File: src/rtl/mems_spi_pkg.sv
// Shared mems SPI definitions: default frame length, FSM encodings and the bit counter width.
package mems_spi_pkg;

  localparam int unsigned FRAME_BITS_DEF = 24;
  localparam int unsigned CNT_W          = 5;

  typedef enum logic [1:0] {
    ST_IDLE = 2'd0,
    ST_RECV = 2'd1,
    ST_DONE = 2'd2
  } spi_state_e;

endpackage

File: src/rtl/sync_2ff.sv
// Single-bit two-flop synchronizer with a selectable reset value.
module sync_2ff #(
  parameter logic RST_VAL = 1'b0
) (
  input  logic clk,
  input  logic rst_n,
  input  logic d,
  output logic q
);

  logic meta;

  always_ff @(posedge clk or negedge rst_n) begin
    if (!rst_n) begin
      meta <= RST_VAL;
      q    <= RST_VAL;
    end else begin
      meta <= d;
      q    <= meta;
    end
  end

endmodule

File: src/rtl/mems_spi_rx.sv
// SPI mode-1 frame receiver for the mems sensor link, oversampled on clk.
// Optional sck-idle timeout inside a frame: define MEMS_SPI_RX_TIMEOUT_EN.
module mems_spi_rx
  import mems_spi_pkg::*;
#(
  parameter int unsigned FRAME_BITS     = FRAME_BITS_DEF,
  parameter int unsigned TIMEOUT_CYCLES = 256
) (
  input  logic                  clk,
  input  logic                  rst_n,
  input  logic                  sck,
  input  logic                  mosi,
  input  logic                  CS,
  output logic [FRAME_BITS-1:0] data_out,
  output logic                  new_data,
  output logic                  frame_err,
  output logic                  busy
);

  localparam logic [CNT_W-1:0] CNT_FULL = CNT_W'(FRAME_BITS);
  localparam logic [CNT_W-1:0] CNT_SAT  = CNT_W'(FRAME_BITS + 1);

  if (FRAME_BITS < 2 || FRAME_BITS + 1 >= (32'(1) << CNT_W) || TIMEOUT_CYCLES < 1) begin : g_bad_param
    $error("mems_spi_rx: FRAME_BITS+1 must fit the bit counter and TIMEOUT_CYCLES must be nonzero");
  end

  logic sck_s, cs_s, mosi_s;
  logic sck_d, cs_d;

  sync_2ff #(.RST_VAL(1'b0)) u_sync_sck  (.clk(clk), .rst_n(rst_n), .d(sck),  .q(sck_s));
  sync_2ff #(.RST_VAL(1'b1)) u_sync_cs   (.clk(clk), .rst_n(rst_n), .d(CS),   .q(cs_s));
  sync_2ff #(.RST_VAL(1'b0)) u_sync_mosi (.clk(clk), .rst_n(rst_n), .d(mosi), .q(mosi_s));

  logic sck_fall, sck_edge, cs_fall, cs_rise;
  assign sck_fall = sck_d & ~sck_s;
  assign sck_edge = sck_d ^ sck_s;
  assign cs_fall  = cs_d & ~cs_s;
  assign cs_rise  = ~cs_d & cs_s;

  spi_state_e            state, state_nxt;
  logic [FRAME_BITS-1:0] shreg, shreg_nxt;
  logic [CNT_W-1:0]      cnt, cnt_nxt;
  logic [FRAME_BITS-1:0] data_nxt;
  logic                  new_data_nxt, frame_err_nxt;
  logic                  cs_fall_pend;
  logic                  timed_out, timed_out_nxt, timeout_hit;

`ifdef MEMS_SPI_RX_TIMEOUT_EN
  localparam int unsigned IDLE_W = $clog2(TIMEOUT_CYCLES + 1);
  logic [IDLE_W-1:0] idle_cnt, idle_cnt_nxt;
  assign timeout_hit = (idle_cnt == IDLE_W'(TIMEOUT_CYCLES));
`else
  assign timeout_hit = 1'b0;
`endif

  // Next-state, datapath and output pulse decode
  always_comb begin
    state_nxt     = state;
    shreg_nxt     = shreg;
    cnt_nxt       = cnt;
    data_nxt      = data_out;
    new_data_nxt  = 1'b0;
    frame_err_nxt = 1'b0;
    timed_out_nxt = timed_out;
`ifdef MEMS_SPI_RX_TIMEOUT_EN
    idle_cnt_nxt  = idle_cnt;
`endif
    case (state)
      ST_IDLE: begin
        // A CS fall seen while in DONE is replayed here if CS is still low
        if (cs_fall || (cs_fall_pend && !cs_s)) begin
          state_nxt     = ST_RECV;
          shreg_nxt     = '0;
          cnt_nxt       = '0;
          timed_out_nxt = 1'b0;
`ifdef MEMS_SPI_RX_TIMEOUT_EN
          idle_cnt_nxt  = '0;
`endif
        end
      end
      ST_RECV: begin
`ifdef MEMS_SPI_RX_TIMEOUT_EN
        idle_cnt_nxt = sck_edge ? '0 : idle_cnt + IDLE_W'(1);
`endif
        if (cs_rise) begin
          state_nxt = ST_DONE;
        end else if (timeout_hit) begin
          state_nxt     = ST_DONE;
          timed_out_nxt = 1'b1;
        end else if (sck_fall && cnt != CNT_SAT) begin
          shreg_nxt = {shreg[FRAME_BITS-2:0], mosi_s};
          cnt_nxt   = cnt + CNT_W'(1);
        end
      end
      ST_DONE: begin
        state_nxt = ST_IDLE;
        if (cnt == CNT_FULL && !timed_out) begin
          data_nxt     = shreg;
          new_data_nxt = 1'b1;
        end else begin
          frame_err_nxt = 1'b1;
        end
      end
      default: state_nxt = ST_IDLE;
    endcase
  end

  always_ff @(posedge clk or negedge rst_n) begin
    if (!rst_n) begin
      state        <= ST_IDLE;
      shreg        <= '0;
      cnt          <= '0;
      data_out     <= '0;
      new_data     <= 1'b0;
      frame_err    <= 1'b0;
      busy         <= 1'b0;
      sck_d        <= 1'b0;
      cs_d         <= 1'b1;
      cs_fall_pend <= 1'b0;
      timed_out    <= 1'b0;
    end else begin
      state        <= state_nxt;
      shreg        <= shreg_nxt;
      cnt          <= cnt_nxt;
      data_out     <= data_nxt;
      new_data     <= new_data_nxt;
      frame_err    <= frame_err_nxt;
      busy         <= (state_nxt != ST_IDLE);
      sck_d        <= sck_s;
      cs_d         <= cs_s;
      cs_fall_pend <= (state == ST_DONE) && cs_fall;
      timed_out    <= timed_out_nxt;
    end
  end

`ifdef MEMS_SPI_RX_TIMEOUT_EN
  always_ff @(posedge clk or negedge rst_n) begin
    if (!rst_n) idle_cnt <= '0;
    else        idle_cnt <= idle_cnt_nxt;
  end
`else
  logic unused_edge;
  assign unused_edge = sck_edge;
`endif

endmodule

File: config.mk
export PLATFORM = sky130hd
export DESIGN_NAME = mems_spi_rx
export DESIGN_NICKNAME = d
export VERILOG_FILES = /design/src/rtl/mems_spi_pkg.sv /design/src/rtl/sync_2ff.sv /design/src/rtl/mems_spi_rx.sv
export SDC_FILE = /design/constraint.sdc
export NUM_CORES = 1
export LEC_CHECK = 0
export BUFFER_PORTS_ARGS = -buffer_cell sky130_fd_sc_hd__buf_2
export CORE_AREA = 5 5 101 103
export DETAILED_ROUTE_END_ITERATION = 10
export DIE_AREA = 0 0 106 108
export GPL_ROUTABILITY_DRIVEN = 0
export GPL_TIMING_DRIVEN = 0
export PLACE_DENSITY_LB_ADDON = 0.12
export REMOVE_ABC_BUFFERS = 1
export SLEW_MARGIN = 10
export SYNTH_ARGS = -nofsm -noshare
export SYNTH_HDL_FRONTEND = slang
export SYNTH_SLANG_ARGS = --single-unit
File: constraint.sdc
create_clock -name clk -period 1.7 [get_ports clk]
set_input_delay 0.17 -clock clk [delete_from_list [all_inputs] [get_ports clk]]
set_output_delay 0.17 -clock clk [all_outputs]
set_load 0.01 [all_outputs]
==> impl_metrics.yaml <==
setup_path:
  rr_endpoint: "shreg[19]"
  rrSetupSlack_ns: -0.15
  crit_required_ns: 1.95
  slowest_delay_ns: 0.40
  path_class: "register to register"
  crit_chain: "nor2b_4 > a311o_1 > a211oi_4 > buf_6 > buf_12 > mux2i_2"
  worstPathArrival_ns: 2.10
  r2r-start: "cnt[3]"
  critPathSlowestCell: "dfrtp_1"
  startpoint_type: "register"
  cp-end-kind: "register"
  crit_fanout: 8
  ff2ff_path_depth: 6
synth:
  synth_flop_cell: "dfrtp_1"
  ys_types: 28
  syn_avg_cell_area_um2: 12.8
  synth_seq_cells: 67
  synth-edff-count: 0
  synthCells: 211
  synth_warnings: 0
  netlist_area_mm2: 0.00270
  yosysSeqAreaShare_pct: 62.2
  async_reset_ff_share_pct: 100
finish:
  instances_no_fill: 388
  layout.nets: 280
  syn_to_final_growth_pct: 31.4
  layout_commonest_cell: "dfrtp_1"
  n_antenna_cell: 0
  multi_input_area_um2: 936
  seqCellArea_mm2: 0.00168
  layout_common_cells: "dfrtp_1, buf_2, inv_1, nand2_1, mux2i_1"
  nFillCells: 903
  utilization_pct: 39.0
  drive_gt1_share_pct: 37.5
floorplan:
  die_area_mm2: 0.0114
  die_y_um: 108
  start_util_pct: 29.7
  core-area_mm2: 0.00911
  ios: 32
  row_count: 35
  die_w_um: 106
placement:
  port_buffers: 31
  dp.cells: 349
  pre_cts_ws_ns: -0.710
  dpl.hpwl_um: 3120
timing:
  tightest_slew_ns: 0.642
  finalHoldViolations: 0
  setup_viol: 28
  rsz0062_at_grt: "yes"
  setup_ws_ns: -0.146
  slew_violations: 0
  skew_ns: 0.00702
  slew_headroom_pct: 57.0
  hold_slack_ns: 0.277
  post-route-period-util_pct: 109
  finalCriticalPeriod_ns: 1.85
  fmax_mhz: 542
detailed_routing:
  detail-route-antenna-nets: 0
  drtIter0Drc: 33
  vias: 1670
  drt-total-wl_um: 5300
  viasPerCell: 4.30
  wl_per_cell_um: 13.7
  drtPass1Iterations: 4
  drc: 0
flow_run:
  maxCapViolations: 0
status:
  violations: "negative setup slack"
  outcome: "finished with violations"
pwr:
  power.total_mw: 3.69
  p_clk_share_pct: 39.0
  peakVddDrop_v: 0.000330
  switching_power_mw: 0.932
  p_int_mw: 2.76
  power.density_mw_per_mm2: 1040
  netSwitchingFraction_pct: 25.3
  p_seq_share_pct: 46.1
  comb_power_share_pct: 15.0
  p_leak_nw: 1.71
clock_tree:
  clk_latency_ns: 0.34
  cts_tree: "built"
  cts_max_path_buffers: 2
  cts_root_buf: "clkbuf_8"
  clock-sinks: 67
  numCtsBuffers: 9
  clk_pin_slew_ns: 0.07
  htree_levels: 3
global_routing:
  antenna_found_initial: 0
  grt_max_degree: 46
  grt_first_pass_wirelength_um: 9140
  grt_pass1_vias: 1790
  grt_overflow: 0
  track_usage_pct: 10.4
min_path:
  min_path_type: "primary input to asynchronous set/reset pin"
[registers in the layout, summed over array words and instances (netlist names)]
signal,cells
cs_d,1
u_sync_sck.q,1
u_sync_mosi.meta,1
cnt,5
u_sync_cs.meta,1
state,2
frame_err,1
busy,1
u_sync_sck.meta,1
cs_fall_pend,1
shreg,24
data_out,24
u_sync_mosi.q,1
new_data,1
sck_d,1
u_sync_cs.q,1
[area by class of cell]
class	count	area share, %
flip-flops and latches	67	47.4
multi-input cells	111	26.4
repair buffers	57	13.5
well taps	111	3.91
clock buffers	9	3.49
inverters	26	2.75
clock inverters	7	2.61
[power groups by stage]
stage | Combinational, mW | Sequential [mW] | Clock, mW
final | 0.552 | 1.70 | 1.44
after global routing | 0.609 | 1.71 | 1.57
after CTS | 0.569 | 1.70 | 1.49
after detailed placement | 0.399 | 1.74 | 0
after global placement | 0.343 | 1.74 | 0
after floorplan | 0.229 | 1.73 | 0
[worst max path at each step]
stage | start | endpoint | slack, ns
after floorplan | state[1] | cnt[2] | -1.42
after CTS | cnt[1] | cnt[3] | -0.21
after detailed placement | state[1] | cnt[3] | -0.71
after global placement | state[1] | cnt[3] | -2.15
final | cnt[3] | shreg[19] | -0.15
after global routing | cnt[3] | shreg[16] | -0.25
[logic make-up (layout without fill, tap and decap cells)]
family,after synthesis,in the layout,share of synthesized area [%]
mux,52,52,20.5
xor+xnor,3,3,0.973
buf+inv,34,99,5.51
compound gates,6,6,1.81
fa+ha+maj,3,3,1.39
flops,67,67,62.2
simple gates,46,47,7.60
[timing repair]
action,CTS,global route
hold endpoints to repair,25,0
gates cloned,2,0
hold buffers,4,0
pin swaps,5,3
setup endpoints to repair,54,30
gates resized for setup,16,5
setup buffers,15,3
[synthesized netlist by cell type (2+ instances only)]
library cell / instances / area share [%]
buf_2: 2 / 0.37
buf_4: 2 / 0.56
clkbuf_1: 3 / 0.42
dfrtp_1: 64 / 59
dfstp_2: 3 / 2.9
ha_1: 3 / 1.4
inv_1: 26 / 3.6
mux2_1: 12 / 5.0
mux2_2: 15 / 6.3
mux2i_1: 25 / 9.3
nand2_1: 25 / 3.5
nand2b_1: 3 / 0.69
nand3_1: 3 / 0.56
nor2_1: 8 / 1.1
nor2b_1: 2 / 0.46
nor3b_1: 2 / 0.56
xor2_1: 2 / 0.65
[routing by layer]
layer / track usage (%) / share of wire (%) / vias to the layer above
met1: 12.9 / 46 / 829
met5: 0 / 0 / -
met2: 16.2 / 48 / 28
met3: 3.10 / 4.0 / 7
li1: - / - / 806
met4: 5.92 / 1.9 / 0
[worst max-delay path: cells and delay by family, from the launching register on]
kind | cells | cell delay [ns]
flops | 1 | 0.40
mux | 1 | 0.20
buf+inv | 2 | 0.32
simple gates | 1 | 0.15
compound gates | 2 | 0.70
[through the flow]
step	instance area, µm²	TNS [ns]
finish	3550	-3.20
global route	3550	-6.16
CTS	3540	-4.09
detailed placement	3050	-21.84
global placement	2940	-78.17
floorplan	2650	-42.27
No activity file was read; power rests on OpenSTA's default activity.
